$ cat src/rtl/fmult_accum_seq.sv
// fmult_accum_seq: G.726 predictor sum engine; one time-shared FMULT accumulates NZ zero taps then NP pole taps
// into a 16-bit wrapping accumulator and reports sez/se with a start/busy/done handshake.
module fmult_accum_seq #(
    parameter int NZ   = 6,
    parameter int NP   = 2,
    parameter int PIPE = 0
) (
    input  logic                            clk,
    input  logic                            reset,
    input  logic                            start,
    input  logic [16*NZ-1:0]                b_bus,
    input  logic [11*NZ-1:0]                dq_bus,
    input  logic [16*(NP > 0 ? NP : 1)-1:0] a_bus,
    input  logic [11*(NP > 0 ? NP : 1)-1:0] sr_bus,
    output logic                            busy,
    output logic                            done,
    output logic [15:0]                     wa,
    output logic                            wa_valid,
    output logic [14:0]                     sez,
    output logic [14:0]                     se
);
    localparam int NPP = NP > 0 ? NP : 1;

    typedef enum logic [2:0] {S_IDLE, S_ZERO, S_POLE, S_FLUSH, S_FIN} state_t;

    state_t            r_state;
    logic [16*NZ-1:0]  r_b;
    logic [11*NZ-1:0]  r_dq;
    logic [16*NPP-1:0] r_a;
    logic [11*NPP-1:0] r_sr;
    logic [3:0]        r_idx;
    logic [15:0]       r_acc, r_sezi, r_wa;
    logic [14:0]       r_sez, r_se;
    logic              r_v, r_lz, r_lp, r_busy, r_done;

    logic        w_pole, w_v, w_lz, w_lp, w_av, w_alz, w_alp;
    logic [15:0] w_an, w_prod, w_ap, w_sum, w_sezn;
    logic [10:0] w_srv;

    function automatic logic [15:0] fmult(input logic [15:0] an, input logic [10:0] sr);
        logic [12:0] mag;
        logic [3:0]  ex;
        logic [5:0]  mant;
        logic [4:0]  we;
        logic [7:0]  wm;
        logic [16:0] wsh;
        mag = an[15] ? 13'((~an + 16'd1) >> 2) : an[14:2];
        ex = 4'd0;
        for (int k = 0; k < 13; k++)
            if (mag[k]) ex = 4'(k + 1);
        mant = (mag == 13'd0) ? 6'd32 : 6'({mag, 6'b0} >> ex);
        we   = {1'b0, sr[9:6]} + {1'b0, ex};
        wm   = 8'((12'(sr[5:0]) * 12'(mant) + 12'd48) >> 4);
        wsh  = (we <= 5'd26) ? {2'b0, {wm, 7'b0} >> (5'd26 - we)} : {2'b0, wm, 7'b0} << (we - 5'd26);
        return (sr[10] ^ an[15]) ? 16'(-{1'b0, wsh[14:0]}) : {1'b0, wsh[14:0]};
    endfunction

    always_comb begin
        w_pole = r_state == S_POLE;
        w_v    = r_state == S_ZERO || w_pole;
        w_lz   = r_state == S_ZERO && r_idx == 4'(NZ - 1);
        w_lp   = NP == 0 ? w_lz : (w_pole && r_idx == 4'(NPP - 1));
        w_an   = w_pole ? r_a[16*r_idx +: 16] : r_b[16*r_idx +: 16];
        w_srv  = w_pole ? r_sr[11*r_idx +: 11] : r_dq[11*r_idx +: 11];
        w_prod = fmult(w_an, w_srv);
        // With PIPE the accumulator consumes the registered product and its delayed tags
        w_av   = PIPE != 0 ? r_v : w_v;
        w_alz  = PIPE != 0 ? r_lz : w_lz;
        w_alp  = PIPE != 0 ? r_lp : w_lp;
        w_ap   = PIPE != 0 ? r_wa : w_prod;
        w_sum  = r_acc + w_ap;
        w_sezn = w_alz ? w_sum : r_sezi;
    end

    always_ff @(posedge clk) begin
        if (reset) begin
            r_state <= S_IDLE;
            r_b     <= '0;
            r_dq    <= '0;
            r_a     <= '0;
            r_sr    <= '0;
            r_idx   <= '0;
            r_acc   <= '0;
            r_sezi  <= '0;
            r_wa    <= '0;
            r_sez   <= '0;
            r_se    <= '0;
            r_v     <= 1'b0;
            r_lz    <= 1'b0;
            r_lp    <= 1'b0;
            r_busy  <= 1'b0;
            r_done  <= 1'b0;
        end else begin
            r_done <= 1'b0;
            r_v    <= w_v;
            r_lz   <= w_lz;
            r_lp   <= w_lp;
            if (w_v) r_wa <= w_prod;
            if (w_av) r_acc <= w_sum;
            if (w_av && w_alz) r_sezi <= w_sum;
            if (w_av && w_alp) begin
                r_sez  <= w_sezn[15:1];
                r_se   <= w_sum[15:1];
                r_done <= 1'b1;
            end
            case (r_state)
                S_IDLE, S_FIN: begin
                    if (start) begin
                        r_b     <= b_bus;
                        r_dq    <= dq_bus;
                        r_a     <= a_bus;
                        r_sr    <= sr_bus;
                        r_acc   <= '0;
                        r_idx   <= '0;
                        r_busy  <= 1'b1;
                        r_state <= S_ZERO;
                    end else begin
                        r_state <= S_IDLE;
                    end
                end
                S_ZERO: begin
                    r_idx <= w_lz ? 4'd0 : r_idx + 4'd1;
                    if (w_lz) begin
                        r_busy  <= NP > 0 || PIPE != 0;
                        r_state <= NP > 0 ? S_POLE : PIPE != 0 ? S_FLUSH : S_FIN;
                    end
                end
                S_POLE: begin
                    r_idx <= w_lp ? 4'd0 : r_idx + 4'd1;
                    if (w_lp) begin
                        r_busy  <= PIPE != 0;
                        r_state <= PIPE != 0 ? S_FLUSH : S_FIN;
                    end
                end
                S_FLUSH: begin
                    r_busy  <= 1'b0;
                    r_state <= S_FIN;
                end
                default: r_state <= S_IDLE;
            endcase
        end
    end

    assign busy     = r_busy;
    assign done     = r_done;
    assign wa       = PIPE != 0 ? r_wa : (w_v ? w_prod : r_wa);
    assign wa_valid = w_av;
    assign sez      = r_sez;
    assign se       = r_se;
endmodule

$ cat config.mk
export PLATFORM = sky130hd
export DESIGN_NAME = fmult_accum_seq
export DESIGN_NICKNAME = d
export VERILOG_FILES = /design/src/rtl/fmult_accum_seq.sv
export SDC_FILE = /design/constraint.sdc
export NUM_CORES = 1
export LEC_CHECK = 0
export ABC_AREA = 1
export BUFFER_PORTS_ARGS = -buffer_cell sky130_fd_sc_hd__buf_2
export CORE_MARGIN = 5
export CORE_UTILIZATION = 49
export CTS_CLUSTER_SIZE = 28
export DETAILED_ROUTE_END_ITERATION = 8
export GPL_TIMING_DRIVEN = 0
export PLACE_DENSITY = 0.68
export SYNTH_ARGS = -nofsm -noshare
export SYNTH_HDL_FRONTEND = slang
export SYNTH_SLANG_ARGS = --single-unit
$ cat constraint.sdc
create_clock -name clk -period 11.7 [get_ports clk]
set_input_delay 1.17 -clock clk [delete_from_list [all_inputs] [get_ports clk]]
set_output_delay 1.17 -clock clk [all_outputs]
set_load 0.02 [all_outputs]
; ---- After elaboration in Yosys (flattened, before gate mapping)
; Index checks and enable logic that the tools add are counted.
[word_totals]
register_bits = 303
latch_bits = 0
ram_bits = 0
romBits = 0
input_bits = 219
out_inout_bits = 49
word_cells = 93
mem_count = 0
[classes]
n_addsub = 8
multipliers = 2
div_mod_pow = 0
magnitude_cmp = 1
eq_ne = 9
n_shift = 7
n_mux = 37
bitwise_logic = 2
n_reduce_logical = 14
[ops]
columns = op, n
row1 = $mux 16, 7
row2 = $shiftx 96x9->16, 1
row3 = $shiftx 66x9->11, 1
row4 = $mux 4, 13
row5 = $shiftx 32x9->16, 1
row6 = $shiftx 22x9->11, 1
row7 = $shr 19x4->6, 1
row8 = $add 16x16->16, 1
row9 = $neg 15->16, 1
row10 = $add 15x1->15 const B, 1
row11 = $mux 15, 1
row12 = $not 15->15, 1
row13 = $shl 15x5->15, 1
row14 = $shr 15x5->15, 1
row15 = $logic_not 13->1, 1
row16 = $mux 13, 1
row17 = $add 12x6->12 const B, 1
row18 = $mul 6x6->12, 1
row19 = $pmux 3 s4, 1
row20 = $pmux 4 s3, 1
row21 = $mux 11, 1
row22 = $mul 4x4->8 const A, 1
row23 = $eq 3x2->1 const B, 2
row24 = $mux 1, 6
row25 = other kinds (24), 32

; ---- Longest topological paths before layout
; Gate-level depths: netlist of the first run.
[logic_depth]
depth_word = 30
mapped_depth = 79

; ---- Least setup slack after synthesis of the first run
; No wires, ideal clock.
[synth_path]
kind = register -> register
start = register r_idx[0]
end = register r_sez[14], in the netlist sez[14]
arrival_time_ps = 9434
setup_slack_ps = 2210
path_stages_with_launch = 69
path_buffers = 3
cell_sequence = dfxtp_1 > buf_6 > buf_4 > o21ai_0 > o22ai_1 > nand2_1 > nand2_1 > a22oi_1 > inv_1 > nor2_4 > nand2_1 > nand2_1 > nand2_1 > nand2_2 > nand2_1 > nand2_1 > nand2_1 > nand2_4 > (+33 left out) > nand2_1 > nor3_1 > nand2_1 > o211ai_1 > a21o_1 > a21oi_1 > o21ai_0 > nand3_1 > nand2_1 > a21oi_1 > o21bai_1 > xor2_1 > inv_1 > nand3_1 > nand3_1 > nand3_1 > nand2_1 > inv_1
[synth_via]
elab_chain_len = 28
elab_cells_between_ends = 45
cone_classes = 7 x add/sub / 2 x mul / 1 x order compare / 2 x eq/ne / 7 x shift / 20 x mux / 2 x bitwise / 4 x reduce/logical
[synth_lines]
columns = item, line_no
row1 = "start, declared", 31  ; logic [3:0] r_idx;
row2 = "start signal, assigned", 122  ; r_idx <= w_lz ? 4'd0 : r_idx + 4'd1;
row3 = "start signal, assigned", 129  ; r_idx <= w_lp ? 4'd0 : r_idx + 4'd1;
row4 = $shiftx 96x9->16 / $shiftx 32x9->16 (equally long branches), 63  ; w_an = w_pole ? r_a[16*r_idx +: 16] : r_b[16*r_idx +: 16];
row5 = $mux 16, 63
row6 = $not 15->15, 47  ; mag = an[15] ? 13'((~an + 16'd1) >> 2) : an[14:2];
row7 = $add 15x1->15, 47
row8 = $mux 13, 47
row9 = $mux 1, 50  ; if (mag[k]) ex = 4'(k + 1);
row10 = $mux 2 (2 in series), 50
row11 = $mux 4 (10 in series), 50
row12 = (+2 left out), --
row13 = $mul 6x6->12, 53  ; wm = 8'((12'(sr[5:0]) * 12'(mant) + 12'd48) >> 4);
row14 = $add 12x6->12, 53
row15 = $shl 15x5->15 / $shr 15x5->15 (equally long branches), 54  ; wsh = (we <= 5'd26) ? {2'b0, {wm, 7'b0} >> (5'd26 - we)} : {2'b0, wm, 7'b0} << (we - 5'd26);
row16 = $mux 15, 54
row17 = $neg 15->16, 55  ; return (sr[10] ^ an[15]) ? 16'(-{1'b0, wsh[14:0]}) : {1'b0, wsh[14:0]};
row18 = $mux 16, 55
row19 = $add 16x16->16, 71  ; w_sum = r_acc + w_ap;
row20 = $mux 16, 72  ; w_sezn = w_alz ? w_sum : r_sezi;
row21 = "end signal, assigned", 102  ; r_sez <= w_sezn[15:1];
row22 = "end, declared", 33  ; logic [14:0] r_sez, r_se;
; Parallel ways exist; a longest one is shown, timed or not.
; A chain may end at the register's enable or synchronous reset.

; ---- Worst setup path in the final report of the first run
[layout_path]
start = register r_idx[0]
end = register r_sez[13], in the netlist sez[13]
; Same word-level chain as after synthesis.

==> run summary, run 1 <==
The run finished with clean final reports. The number of nets in the synthesized netlist is 2774. The synthesized design contains 302 register bits. The clock skew after layout was 0.0229 ns.

The most critical setup path has its startpoint at r_idx[0]. Clock tree synthesis inserted a total of 34 buffers. For this block, the via count after detailed routing is 17400.

Across the run, the number of max-cap violations was 0. The number of antenna violations at the first check in global routing came out at 0. During I/O placement, the number of pins put on the boundary was 268. The clock net in this run drives a total of 302 sinks.

Cell with the biggest individual delay on the critical path: sky130_fd_sc_hd__fa_1. In the final layout, the multi-input gates occupy 9200 um^2. The fraction of the cycle the final worst path needs came out at 93.5%. The first detailed-routing pass ran for 6 iterations.

Registers take 6050 um^2. The kind of critical path was flip-flop to flip-flop. For the worst slack at placement, the log shows 0.126 ns. The start point of the worst hold path was r_b[33]. Static timing analysis puts the maximum clock frequency at 0.0914 GHz.

For the global placement routability congestion, the log shows 0.927. Counting flops with a built-in enable in the synthesized netlist gives 0. In this run the power density over the cells is 285 nW/um^2. The run gives 0 ns as the final total negative setup slack.

Once detail routing completed, the nets flagged for antenna violations numbered 0. The maximum number of pins on one net before global-route repair is 14. For this run, the leading register cell type out of synthesis is sky130_fd_sc_hd__dfxtp_1.

The share of cells above drive strength 1 was 15.3%. Setup repair after global routing left no endpoint under its margin. The Yosys warning count was 0.

The placed cell area came out at 18500 um^2. For the number of global-route vias before repair, the log shows 16900. The worst setup path is captured at a flip-flop. The slew at the pin with the worst max-slew slack came out at 0.926 ns. For the antenna diode count, the log shows 0. The die covers 37700 um^2. The tree is rooted in a sky130_fd_sc_hd__clkbuf_16.

The total overflow left after global routing is 0. The tightest min-delay check is of the flip-flop to flip-flop type. The fraction of registers with async set/reset is 0%, and the quantity of hold-fixing buffers added after cts is 0.

The mean cell area of the mapped netlist is 6.69 um^2, and the maximum count of clock buffers along a single path is 3. For this block, the initial DRC count from the detailed router was 1342. Detailed placement ended at an HPWL of 45.6 mm. The run gives 9.58 nW as the cell leakage power. The number of pins with negative max-slew slack in the final report is 0, and the chip width is 194 um.

Broken down by cell family, the worst path's largest delay share belongs to compound AO/OA/AOI/OAI gates. The synthesized netlist occupies a cell area of 16600 um^2. After synthesis, the netlist uses 56 different library cells.

Leaving out fill and tap cells, the most frequent cell in the layout is sky130_fd_sc_hd__nor2_1. The clock-pin slew on the worst setup and hold paths is 0.06 ns. From synthesis to final layout, the design area changed by 19.0%. The clock latency of the later-clocked register in the worst-skew pair came out at 0.52 ns.

The cell area after layout is 19800 um^2. The run gives 36.4% as the post-synthesis sequential area ratio. The floorplan step defined a core boundary enclosing 33500 um^2. IR analysis of the VDD net gives a maximum drop of 0.264 mV.

The arrival time at the worst endpoint is 11.41 ns, and the final setup violation count is 0. Counting every instance in the synthesized netlist gives 2486. The run gives 2 as the maximum level of the CTS H-tree.

From bottom edge to top edge, the die measures 194 um. The first global-routing pass estimated 89.3 mm of wire. The critical path contains buffers and inverters numbering 12 combined.

For this configuration, the core starts out at a cell density of 49.6%. For this run, the slowest stage of the critical path takes 0.56 ns. The number of DRC violations after detailed routing is 0. The kind of start point of the critical path is a flip-flop. In the layout the commonest cells are sky130_fd_sc_hd__nor2_1, sky130_fd_sc_hd__nand2_1, sky130_fd_sc_hd__o21ai_0.

The number of endpoints with negative hold slack in the final report was 0. TritonCTS built the clock tree. For this run, the total global-route usage over all layers was measured as 29.2%.

The final critical path time including I/O delays and setup was 10.95 ns; the worst setup slack after layout was 0.755 ns. In this run the tool buffered the top-level ports with 266 buffer cells. The worst relative slew slack is 38.3%, and the mean number of vias per cell is 5.34. The number of core rows came out at 67. Routed wire length per instance: 17.6 um.

The startpoint of the lowest-slack register-to-register path is r_idx[0]. By instance count, the cell type seen most on the critical path is sky130_fd_sc_hd__nand2_1. Summed over all layers, the routed wires come to 57.3 mm. The number of fill cells in the layout is 3364. The final layout contains 3077 nets. The data required time of the worst path was 12.17 ns; the peak fanout along the critical path was 10.
[layer usage]
metal / part of all wire [%] / global-route usage [%] / up-vias
met5: 0 / 0 / -
met4: 3.4 / 8.65 / 0
met3: 6.6 / 4.99 / 114
met2: 47 / 50.1 / 597
met1: 43 / 37.9 / 8068
li1: - / - / 8631
[synth_stat cells, drive strengths merged (6+ instances only)]
cell type  instances  area share (%)
nand3            111             3.5
inv              208             4.7
nor3               8            0.31
o211ai            42             1.9
fa                20             2.4
nor2             528              12
buf               33             1.5
nand4              6            0.35
a21oi            105             3.2
nand2            503              12
xor2              21             1.1
dfxtp            302              36
xnor2             12            0.63
o21a              10            0.45
ha                49             3.7
o21ai            362              11
clkbuf           110             2.5
o22ai              8            0.30
[power by group]
group          internal, mW  switching [mW]
Combinational          1.07            2.28
Clock                 0.653           0.449
Sequential             1.13          0.0518
Total                  2.85            2.78
[worst paths after layout]
kind / endpoint / cells after the start / slack [ns]
max reg2reg: sez[13] / 64 / 0.75
min reg2reg: r_b[33] / 2 / 0.46
max: sez[13] / 64 / 0.75
min: r_b[33] / 2 / 0.46
[state kept, by name, summed over array words and instances (netlist names)]
name,cells
busy,1
done,1
r_a,32
r_acc,16
r_b,96
r_dq,66
r_idx,4
r_sezi,15
r_sr,22
r_state,3
r_wa,16
se,15
sez,15
[cell type report]
class,instances,area share (%)
clock inverter,10,0.544
sequential,302,30.6
tap,448,2.84
timing repair buffer,267,6.77
buffer,143,3.35
multi-input combinational,1830,46.5
inverter,211,4.04
clock buffer,51,5.34
[repair_timing]
item                                    4_1_cts  5_1_grt
resized for setup                             0       25
buffers inserted                              0        1
hold endpoints to repair                      0        0
endpoints found under the setup margin        0       27
[stage by stage]
step           hold WS [ns]  power (mW)  util, %  std cells
6_report              0.457        5.63     59.0       3262
5_1_grt               0.482        6.09     59.0       3262
4_1_cts               0.457        5.54     58.7       3261
3_5_place_dp          0.446        4.43     55.2       3200
3_3_place_gp          0.442        4.39     55.2       3200
2_1_floorplan         0.429        3.52        -       2486
[cells by family (layout without fill, tap and decap cells)]
group | after synthesis | count (layout) | share of synthesized area (%)
simple gates | 1166 | 1166 | 28.5
compound gates | 558 | 558 | 18.3
buf+inv | 354 | 682 | 8.73
flops | 302 | 302 | 36.4
fa+ha+maj | 69 | 69 | 6.10
xor+xnor | 33 | 33 | 1.74
mux | 4 | 4 | 0.241
[tightest hold or removal path, stage by stage, from the launching register on]
cell and delay [ns]:
sky130_fd_sc_hd__dfxtp_1 0.30, sky130_fd_sc_hd__inv_1 0.06, sky130_fd_sc_hd__a21oi_1 0.05
Power figures use the tool's default switching activity.
==> run 2: changes to the inputs <==
--- a/config.mk
+++ b/config.mk
@@ -12,6 +12,7 @@
 export CTS_CLUSTER_SIZE = 28
 export DETAILED_ROUTE_END_ITERATION = 8
 export GPL_TIMING_DRIVEN = 0
+export MAX_ROUTING_LAYER = met4
 export PLACE_DENSITY = 0.68
 export SYNTH_ARGS = -nofsm -noshare
 export SYNTH_HDL_FRONTEND = slang
==> constraint.sdc (replaced) <==
create_clock -name clk -period 11.7 [get_ports clk]
set_input_delay 1.17 -clock clk [delete_from_list [all_inputs] [get_ports clk]]
set_output_delay 1.17 -clock clk [all_outputs]
set_load 0.1 [all_outputs]
==> run 2 against run 1 <==
Count of clock-buffer cells in the layout up 2. Largest cell class unchanged. Combinational power up 11%. Non-clock buffer count down 1. Largest power group unchanged. Global-route usage up 0.75 points. Worst hold slack better by 0.0022 ns. Critical endpoint is now wa[14]. Critical path depth down 7.
==> run summary, run 2 (synthesized netlist as in run 1, its figures left out) <==
Clock latency of the later-clocked register in the worst-skew pair: 0.53 ns. The total area inside the core boundary comes to 33500 um^2. The tools report the number of fill cells in the layout as 3361. The H-tree was split into 2 levels.

The tools report the type of destination of the critical path as an output port. Among all stages on the critical path, the largest delay is contributed by sky130_fd_sc_hd__fa_1. The remaining global-route overflow was 0; the total wire length after detailed routing was 57.0 mm. The tools report the number of clock sinks as 302.

Port buffering added 266 buffers. The run gives 0.0911 GHz as the top achievable clock speed. In this run the horizontal extent of the chip is 194 um. In this run the power spent charging and discharging nets is 3.11 mW. The path class of the tightest hold or removal check is flip-flop to flip-flop. Data arrives at the worst endpoint at 9.81 ns. The share of cells above drive strength 1 is 14.9%. The number of global-route vias before repair is 16600, and the net switching fraction of the power is 52.4%.

For the final hold slack, the log shows 0.459 ns. Mean number of vias per cell: 5.32. 0 antenna diodes ended up in the layout. Between clock sinks in the finished design, the worst skew comes to 0.0182 ns.

The clock network burns 17.4% of the power. The kind of start point of the critical path is a flip-flop. The number of top-level pins is 268, and the peak per-stage delay on the critical path is 0.57 ns. The clock passes through at most 3 buffers. The worst IR drop on VDD is 0.365 mV, and the number of pins with negative max-slew slack in the final report is 0. The data required time of the worst path is 10.53 ns. Leaving out fill and tap cells, the most frequent cell in the layout is sky130_fd_sc_hd__nor2_1. The detail route stage leaves a number of antenna-violating nets equal to 0. The most frequent cell on the critical path was sky130_fd_sc_hd__nand2_1. Cell family contributing the most delay on the critical path: adder cells.

Clock-pin slew was measured on the worst setup and hold paths at 0.06 ns. The number of antenna violations at the first check in global routing is 0. The final critical path time including I/O delays and setup is 10.98 ns. In this run the vertical extent of the chip is 194 um. The fraction of the cycle the final worst path needs works out to 93.9%. TritonCTS built the clock tree.

For the final total negative setup slack, the log shows 0 ns. Power spread over the standard cell area amounts to 302 nW/um^2. The detailed router finished its first iteration with 1465 violations.

The sequential group share of total power is 19.9%. The library cells used most frequently in the layout, excluding fill and tap cells, are sky130_fd_sc_hd__nor2_1, sky130_fd_sc_hd__nand2_1, sky130_fd_sc_hd__o21ai_0. The number of flip-flops under the largest register name was 96. Detailed routing inserted a total of 17300 vias.

The run gives 45.5 mm as the total half-perimeter wirelength after legalization and detailed placement. Prior to clock tree synthesis, the placed netlist has a worst setup slack of 0.211 ns. The die covers 37700 um^2. The cell leakage power is 9.53 nW. The synthesis-to-layout area growth is 18.3%, and the total track usage is 30.0%. The number of endpoints with negative hold slack in the final report was 0; the routed wire length per instance was 17.5 um.

Entering global routing, the biggest net connects 13 pins. After detailed routing, the number of remaining DRC violations is 0. For the net total in the final layout, the log shows 3076.

For the fraction of power consumed by combinational cells, the log shows 62.7%. The pre-antenna-repair detailed-routing pass consisted of 6 iterations. The initial utilization of the core area, before any placement, comes to 49.6%. Final setup violation count: 0. More flip-flops sit in one register than any other, and that register is r_b.

The first global-routing pass estimated 89.2 mm of wire. The root buffer cell chosen for the clock tree is sky130_fd_sc_hd__clkbuf_16. The kind of critical path is flip-flop to output port. The worst relative slew slack is 39.8%. The flow ran to the end, and the final reports show no timing, DRC or antenna violations.

In the final layout, the registers with the most flip-flops are r_b x96, r_dq x66, r_a x32. The tools report the internal power as 2.82 mW. The floorplan has 67 rows.

For the total CTS buffers, the log shows 34. Setup repair after global routing could not meet its margin everywhere. The slew at the pin with the worst max-slew slack was 0.903 ns; the buffers plus inverters on the worst setup path was 14. The tool flagged a number of max-cap violations equal to 0. Routability-driven placement finished with a final weighted congestion of 0.957. The peak fanout along the critical path is 10, and the worst setup slack after layout is 0.719 ns.
[run 2: metrics by stage]
| step | utilization, % | cell area (um^2) | power (mW) | instances |
|---|---|---|---|---|
| 2_1_floorplan | - | 16600 | 3.86 | 2486 |
| 3_3_place_gp | 55.2 | 18500 | 4.74 | 3200 |
| 3_5_place_dp | 55.2 | 18500 | 4.78 | 3200 |
| 4_1_cts | 58.4 | 19600 | 5.83 | 3256 |
| 5_1_grt | 58.7 | 19700 | 6.40 | 3256 |
| 6_report | 58.7 | 19700 | 5.93 | 3256 |
[run 2: cell type report]
cell class,count,area (um^2),area share [%]
multi-input combinational,1830,9200,46.8
sequential,302,6050,30.7
clock inverter,3,15.0,0.0763
clock buffer,53,1060,5.37
buffer,143,661,3.36
timing repair buffer,266,1330,6.77
inverter,211,798,4.06
tap,448,561,2.85
[run 2: timing repair]
action | CTS | global route
hold buffers | 0 | 0
setup buffers | 0 | 0
setup endpoints to repair | 0 | 35
gates resized for setup | 0 | 25
[run 2: worst min-delay path, cell delays in order, from the launching register on]
cell and delay (ns):
sky130_fd_sc_hd__dfxtp_1 0.30, sky130_fd_sc_hd__inv_1 0.06, sky130_fd_sc_hd__a21oi_1 0.06
[run 2: worst paths after layout]
| path | from | endpoint | slack, ns | cells past startpoint |
|---|---|---|---|---|
| setup / recovery | r_idx[0] | wa[14] | 0.72 | 57 |
| hold / removal | r_a[0] | r_a[0] | 0.46 | 2 |
| hold reg to reg | r_a[0] | r_a[0] | 0.46 | 2 |
| setup reg to reg | r_idx[0] | se[14] | 0.75 | 69 |
[run 2: layer usage]
| layer | GRT usage (%) | vias up | wire (um) |
|---|---|---|---|
| li1 | - | 8619 | - |
| met4 | 7.68 | 0 | 1270 |
| met5 | - | - | 0 |
| met3 | 2.99 | 81 | 3210 |
| met2 | 50.2 | 581 | 27600 |
| met1 | 39.2 | 8056 | 25000 |
[run 2: power groups by stage]
stage          Combinational (mW)  Clock, mW  Sequential (mW)
5_1_grt                      4.12       1.09             1.19
2_1_floorplan                2.67          0             1.19
4_1_cts                      3.60       1.04             1.18
3_5_place_dp                 3.58          0             1.20
3_3_place_gp                 3.54          0             1.20
6_report                     3.72       1.03             1.18
